[src/rtl/instr_fetch_unit.sv]
// Instruction fetch unit: holds the PC, issues one imem word request at a time,
// and hands {instr, pc} to decode; redirects from execute discard stale responses.
module instr_fetch_unit #(
   parameter int unsigned            INSTR_WIDTH = 32,
   parameter logic [31:0]            RESET_PC    = 32'h0000_0000,
   parameter logic [INSTR_WIDTH-1:0] NOP_INSTR   = INSTR_WIDTH'(32'h0000_0013)
) (
   input  logic                   clk,
   input  logic                   rstn,
   output logic                   imem_req_valid_o,
   input  logic                   imem_req_ready_i,
   output logic [31:0]            imem_addr_o,
   input  logic                   imem_rsp_valid_i,
   input  logic [INSTR_WIDTH-1:0] imem_rsp_data_i,
   output logic                   instr_valid_o,
   input  logic                   instr_ready_i,
   output logic [INSTR_WIDTH-1:0] instr_o,
   output logic [31:0]            pc_o,
   input  logic                   redirect_i,
   input  logic [31:0]            redirect_pc_i,
   output logic [31:0]            fetch_count_o
);

   localparam int unsigned PC_W = 32;

   typedef enum logic [1:0] {S_REQ, S_WAIT, S_FLUSH, S_HOLD} state_e;

   state_e                 state_q, state_d;
   logic [PC_W-1:0]        pc_q, pc_d;
   logic [INSTR_WIDTH-1:0] instr_q, instr_d;
   logic [PC_W-1:0]        pc_out_q, pc_out_d;
   logic                   valid_q, valid_d;
   logic [31:0]            count_q, count_d;
   logic [PC_W-1:0]        target;

   assign target = redirect_pc_i & ~PC_W'(3);

   // State and datapath registers
   always_ff @(posedge clk) begin
      if (!rstn) begin
         state_q  <= S_REQ;
         pc_q     <= RESET_PC;
         instr_q  <= NOP_INSTR;
         pc_out_q <= RESET_PC;
         valid_q  <= 1'b0;
         count_q  <= 32'd0;
      end else begin
         state_q  <= state_d;
         pc_q     <= pc_d;
         instr_q  <= instr_d;
         pc_out_q <= pc_out_d;
         valid_q  <= valid_d;
         count_q  <= count_d;
      end
   end

   // Next-state logic; redirect outranks the sequential PC advance
   always_comb begin
      state_d  = state_q;
      pc_d     = pc_q;
      instr_d  = instr_q;
      pc_out_d = pc_out_q;
      valid_d  = valid_q;
      count_d  = count_q;
      case (state_q)
         S_REQ: begin
            if (redirect_i) begin
               pc_d    = target;
               state_d = imem_req_ready_i ? S_FLUSH : S_REQ;
            end else if (imem_req_ready_i) begin
               state_d = S_WAIT;
            end
         end
         S_WAIT: begin
            if (redirect_i) begin
               pc_d    = target;
               state_d = imem_rsp_valid_i ? S_REQ : S_FLUSH;
            end else if (imem_rsp_valid_i) begin
               instr_d  = imem_rsp_data_i;
               pc_out_d = pc_q;
               valid_d  = 1'b1;
               pc_d     = pc_q + PC_W'(4);
               state_d  = S_HOLD;
            end
         end
         S_FLUSH: begin
            if (redirect_i) pc_d = target;
            if (imem_rsp_valid_i) state_d = S_REQ;
         end
         S_HOLD: begin
            // A handshake coincident with a redirect still counts as consumed
            if (instr_ready_i) count_d = count_q + 32'd1;
            if (redirect_i) begin
               pc_d = target;
            end
            if (redirect_i || instr_ready_i) begin
               valid_d = 1'b0;
               instr_d = NOP_INSTR;
               state_d = S_REQ;
            end
         end
         default: state_d = S_REQ;
      endcase
   end

   assign imem_req_valid_o = rstn && (state_q == S_REQ);
   assign imem_addr_o      = rstn ? pc_q : PC_W'(0);
   assign instr_valid_o    = valid_q;
   assign instr_o          = instr_q;
   assign pc_o             = pc_out_q;
   assign fetch_count_o    = count_q;

`ifndef SYNTHESIS
   // Only one request is ever outstanding, so no response may land in REQ or HOLD
   a_no_stray_rsp: assert property (@(posedge clk) disable iff (!rstn)
      !(imem_rsp_valid_i && (state_q == S_REQ || state_q == S_HOLD)));
`endif

endmodule

[config.mk]
export PLATFORM = sky130hd
export DESIGN_NAME = instr_fetch_unit
export DESIGN_NICKNAME = d
export VERILOG_FILES = /design/src/rtl/instr_fetch_unit.sv
export SDC_FILE = /design/constraint.sdc
export NUM_CORES = 1
export LEC_CHECK = 0
export CAP_MARGIN = 20
export CORE_AREA = 8 8 131 133
export DETAILED_ROUTE_END_ITERATION = 10
export DIE_AREA = 0 0 139 141
export PLACE_DENSITY = 0.81
export SLEW_MARGIN = 10
export SYNTH_ARGS = -nofsm -noshare
export SYNTH_HDL_FRONTEND = slang
export SYNTH_SLANG_ARGS = --single-unit
[constraint.sdc]
create_clock -name clk -period 4.2 [get_ports clk]
set_input_delay 0.42 -clock clk [delete_from_list [all_inputs] [get_ports clk]]
set_output_delay 0.42 -clock clk [all_outputs]
set_load 0.01 [all_outputs]
# Word-level counts from Yosys, hierarchy flattened
# Cells that the tools add are included.
# word_totals
n_memories,0
rom_bits,0
mem_bits_rw,0
latchBits,0
reg_bits,131
input_bits,70
wordCells,51
# classes
n_eq_ne,10
mul,0
n_mux,22
shifts,0
n_bitwise,1
magnitude_cmp,0
n_reduce_logical,10
addsub,2
div_mod_pow,0
# ops
operator,n
2-to-1 mux 32 bit,7
one-hot mux 32 bit (2 select lines),2
"adder 32 x 1 -> 32 bit, second input constant",1
"adder 32 x 3 -> 32 bit, second input constant",1
2-to-1 mux 2 bit,8
"!= test 2 bit, second input constant",4
one-hot mux 2 bit (4 select lines),1
AND reduction 4 bit,2
"!= test 3 bit, second input constant",2
"== test 2 bit, second input constant",2
AND reduction 2 bit,2
2-to-1 mux 1 bit,3
AND reduction 3 bit,1
OR reduction 3 bit,1
"== test 2 x 1 -> 1 bit, second input constant",1
zero test 2 bit,1
"!= test 2 x 1 -> 1 bit, second input constant",1
one-hot mux 1 bit (2 select lines),1
nonzero test 2 bit,1
logical AND 1 bit,1
logical OR 1 bit,1
inverter 1 bit,1

# Logic depth before layout (Yosys ltp)
# depth
word_depth,4
ltp_mapped,7
depth_no_buf,5

# Least setup slack after synthesis
# No wires, ideal clock.
# synth_path
path_type,reg-to-reg
from,"register count_q[0], in the netlist fetch_count_o[0]"
to,"register count_q[22], in the netlist fetch_count_o[22]"
stages_incl_launch_ff,8
setup_ns,0.070
t_arrival_ns,1.896
required_time_ns,4.130
slack_ns,2.233
n_path_buf,2
path_cell_list,dfxtp_1 > ha_1 > and4_1 > clkbuf_1 > nand4_1 > clkbuf_1 > or4_1 > a21oi_1
# synth_via
elab_chain_cells,1
# synth_lines
item,line_no,source
from (decl),33,"logic [31:0] count_q, count_d;"
from (signal assigned),53,count_q <= count_d;
adder 32 x 1 -> 32 bit,92,if (instr_ready_i) count_d = count_q + 32'd1;
# No other way between the ends.
# A chain may end at the register's enable or synchronous reset.

# Final worst setup path
# layout_path
from,register state_q[1]
to,"register count_q[25], in the netlist fetch_count_o[25]"
# layout_via
elab_chain_cells,2
# layout_lines
item,line_no,source
from (decl),28,"state_e state_q, state_d;"
from (signal assigned),48,state_q <= state_d;
== test 2 bit,65,case (state_q)
AND reduction 2 bit (no line),n/a,
# No other way between the ends.

==> key figures <==
Clocking
  – CTS buffer count: 17
  – PostCTS Resize Cnt: 0
  – CTS tree: built
  – Hold-fix buffers, CTS: 0
  – Clk sinks: 127
  – Clock slew at reported path FFs: 0.06 ns
  – Bufs on Longest Clock Path: 2
  – Root buf cell: clkbuf_16
  – Setup bufs post-CTS: 0
  – Clk_lat worst skew: 0.42 ns
  – CTS H-tree depth: 4

Cells and area
  – Final instance area: 8560 µm²
  – Antenna cells: 0
  – Nets: between 900 and 1000
  – Layout area overhead: 44.5%
  – Share of layout cells above drive strength 1: 5.84%
  – Finished Layout Cells: about 1100

Worst setup path
  – Worst EP required: 4.54 ns
  – Max incr delay on CP: 0.85 ns
  – Register-to-Register Path Depth: 4
  – CP max stage cell: or4_1
  – CP Class: register to register
  – Max FO, Critical Path: 19
  – Crit path launch type: register
  – WP data arrival: 2.81 ns
  – Most frequent CP cell: or4_1
  – Critical Path, Cell by Cell: nand3_1 > or4_1 > or4_1 > a21oi_1
  – CP Capture Type: register

GRT
  – Gr busiest metal: met2
  – First-pass GRT wire length: between 30000 and 40000 µm
  – GRT Overall Usage: 19.4%
  – Largest net degree at the start of global routing: 56
  – Initial antenna violation count: 0
  – Vias in the first global route: 5844
  – Grt met1 use: 22.8%
  – Grt met3 use: 9.66%
  – GRT met2 Usage: 30.3%
  – GR Overflow Total: 0

Synthesis
  – Cell variety after synth: 61
  – Most used DFF post-synth: dfxtp_1
  – Cells after Synth: 735
  – Yosys top cell area share: 42.9%
  – Most frequent cell after synthesis: dfxtp_1
  – #FFs+latches synth: 127
  – Area contributors post-synth: dfxtp_1, nand2_1, a21oi_1
  – Post-synth ARST share: 0%
  – Largest area contributor in the netlist: dfxtp_1
  – Syn Area/Cell: 8.06 µm²
  – Ys Warns: 0
  – Cell Area, Synth: roughly 5900 µm²
  – Number of synthesized flops with an enable pin: 0
  – Post-synthesis sequential area ratio: 42.9%
  – Top cells by count, synth: dfxtp_1, nand2_1, a21oi_1, nor2_1, clkbuf_1

Detailed routing
  – 1st-iter DRT viols: 562
  – Via count: 6161
  – Via density: 5.62
  – DR pass1 iterations: 5
  – Antenna viol nets, final: 0
  – WL final: 19400 µm
  – DRC Markers: 0
  – Routed WL per cell: between 15 and 20 µm

Timing
  – Setup_tns: 0 ns
  – Final WS setup: 1.73 ns
  – Final Skew: 0.00963 ns
  – Worst rel slew slack: 36.7%
  – Fin. max-slew vios: 0
  – Worst Tran Pin Value: 0.947 ns
  – Final Hold Vio Count: 0
  – Min Tclk post-route: 2.47 ns
  – Final setup fails: 0
  – RSZ-0062 raised after global routing: no
  – FMAX: 405 MHz
  – Crit share post-route: 58.8%

Floorplan
  – Die area: 19600 µm²
  – I/O pin cnt: 200
  – Die W: 139 µm
  – Die Y-Extent: 141 µm
  – Row cnt: 45
  – Initial core utilization: 39.6%
  – Core area: 15000 µm²

Placed design
  – Dpl cell area: 7920 µm²
  – Placement Setup Slack: 1.37 ns
  – GP Congestion: between 0.8 and 0.9
  – Number of port buffers: 193
  – Placed cell count: roughly 1100
  – HPWL after DPL: 13500 µm

Flow run
  – Max-Cap Viols: 0

Outcome
  – Status: completed

Pwr
  – VDD IR max: 0.271 mV
  – Power density cells: 365 nW/µm²
  – Static leakage power: roughly 2.8 nW
  – Power after layout: 0.00312 W

Hold path
  – Hold Path Class: register to register
  – Hold path depth: 2
==> flip-flops by register name, indices dropped and copies added (netlist names) <==
register and count:
fetch_count_o 32, instr_o 32, instr_valid_o 1, pc_o 30
pc_q 30, state_q 2
==> power breakdown <==
group          internal (W)  leakage (nW)  switching (W)  total [W]
Clock               0.00103         0.302       0.000563    0.00159
Combinational      0.000136          1.50       0.000116   0.000252
Sequential          0.00123          1.03      0.0000501    0.00128
Total               0.00240          2.83       0.000729    0.00312
==> cells in the final DEF, fill, tap and decap left out, types with 17 or more instances in the layout <==
cell	instances
clkdlybuf4s50_1	192
dfxtp_1	127
nor2_1	57
nand4_1	18
a21oi_1	58
and2_1	31
nand2_1	101
clkbuf_16	17
o31ai_1	23
nand3_1	32
o21ai_0	27
a22oi_1	29
or4_1	27
==> logic make-up (layout without fill, tap and decap cells) <==
logic type / after synthesis / count (layout) / share of synthesized area, %
other: 1 / 4 / 0.0633
adders and majority gates: 2 / 2 / 0.422
and+or+nand+nor: 333 / 333 / 29.1
muxes: 3 / 3 / 0.507
buffers and inverters: 74 / 244 / 5.24
AOI/OAI and AO/OA: 183 / 183 / 20.0
xor gates and xnor gates: 12 / 12 / 1.77
DFF: 127 / 127 / 42.9
==> layer usage <==
layer,wire length [µm],vias to the layer above
met5,0,-
li1,-,2987
met1,8000,2905
met2,9000,248
met4,237,0
met3,2140,21
==> final timing paths <==
| check | startpoint | to | slack [ns] |
|---|---|---|---|
| worst max-delay path | state_q[1]$_SDFFE_PN0P_ | fetch_count_o[25]$_SDFFE_PN0P_ | 1.73 |
| worst max register to register | state_q[1]$_SDFFE_PN0P_ | fetch_count_o[25]$_SDFFE_PN0P_ | 1.73 |
| worst min-delay path | pc_o[19]$_SDFFE_PN0P_ | pc_o[19]$_SDFFE_PN0P_ | 0.45 |
| worst min register to register | pc_o[19]$_SDFFE_PN0P_ | pc_o[19]$_SDFFE_PN0P_ | 0.45 |
==> layout make-up <==
class | count | area (µm²)
Tap cell | 188 | 235
Sequential cell | 127 | 2540
Multi-Input combinational cell | 537 | 3100
Timing Repair Buffer | 202 | 2010
Clock inverter | 13 | 186
Fill cell | 1335 | 6420
Clock buffer | 19 | 453
Inverter | 10 | 38.8
==> through the flow <==
step | utilization, % | hold WS, ns
after floorplan | - | 0.454
after global placement | 52.9 | 0.442
after detailed placement | 52.9 | 0.445
after CTS | 57.2 | 0.453
after global routing | 57.2 | 0.470
final | 57.2 | 0.450
==> worst max-delay path: cells and delay by family (launching register included) <==
kind	cells	cell delay, ns
DFF	1	0.62
AOI/OAI and AO/OA	1	0.15
and+or+nand+nor	3	1.62
(Power assumes the default switching activity.)
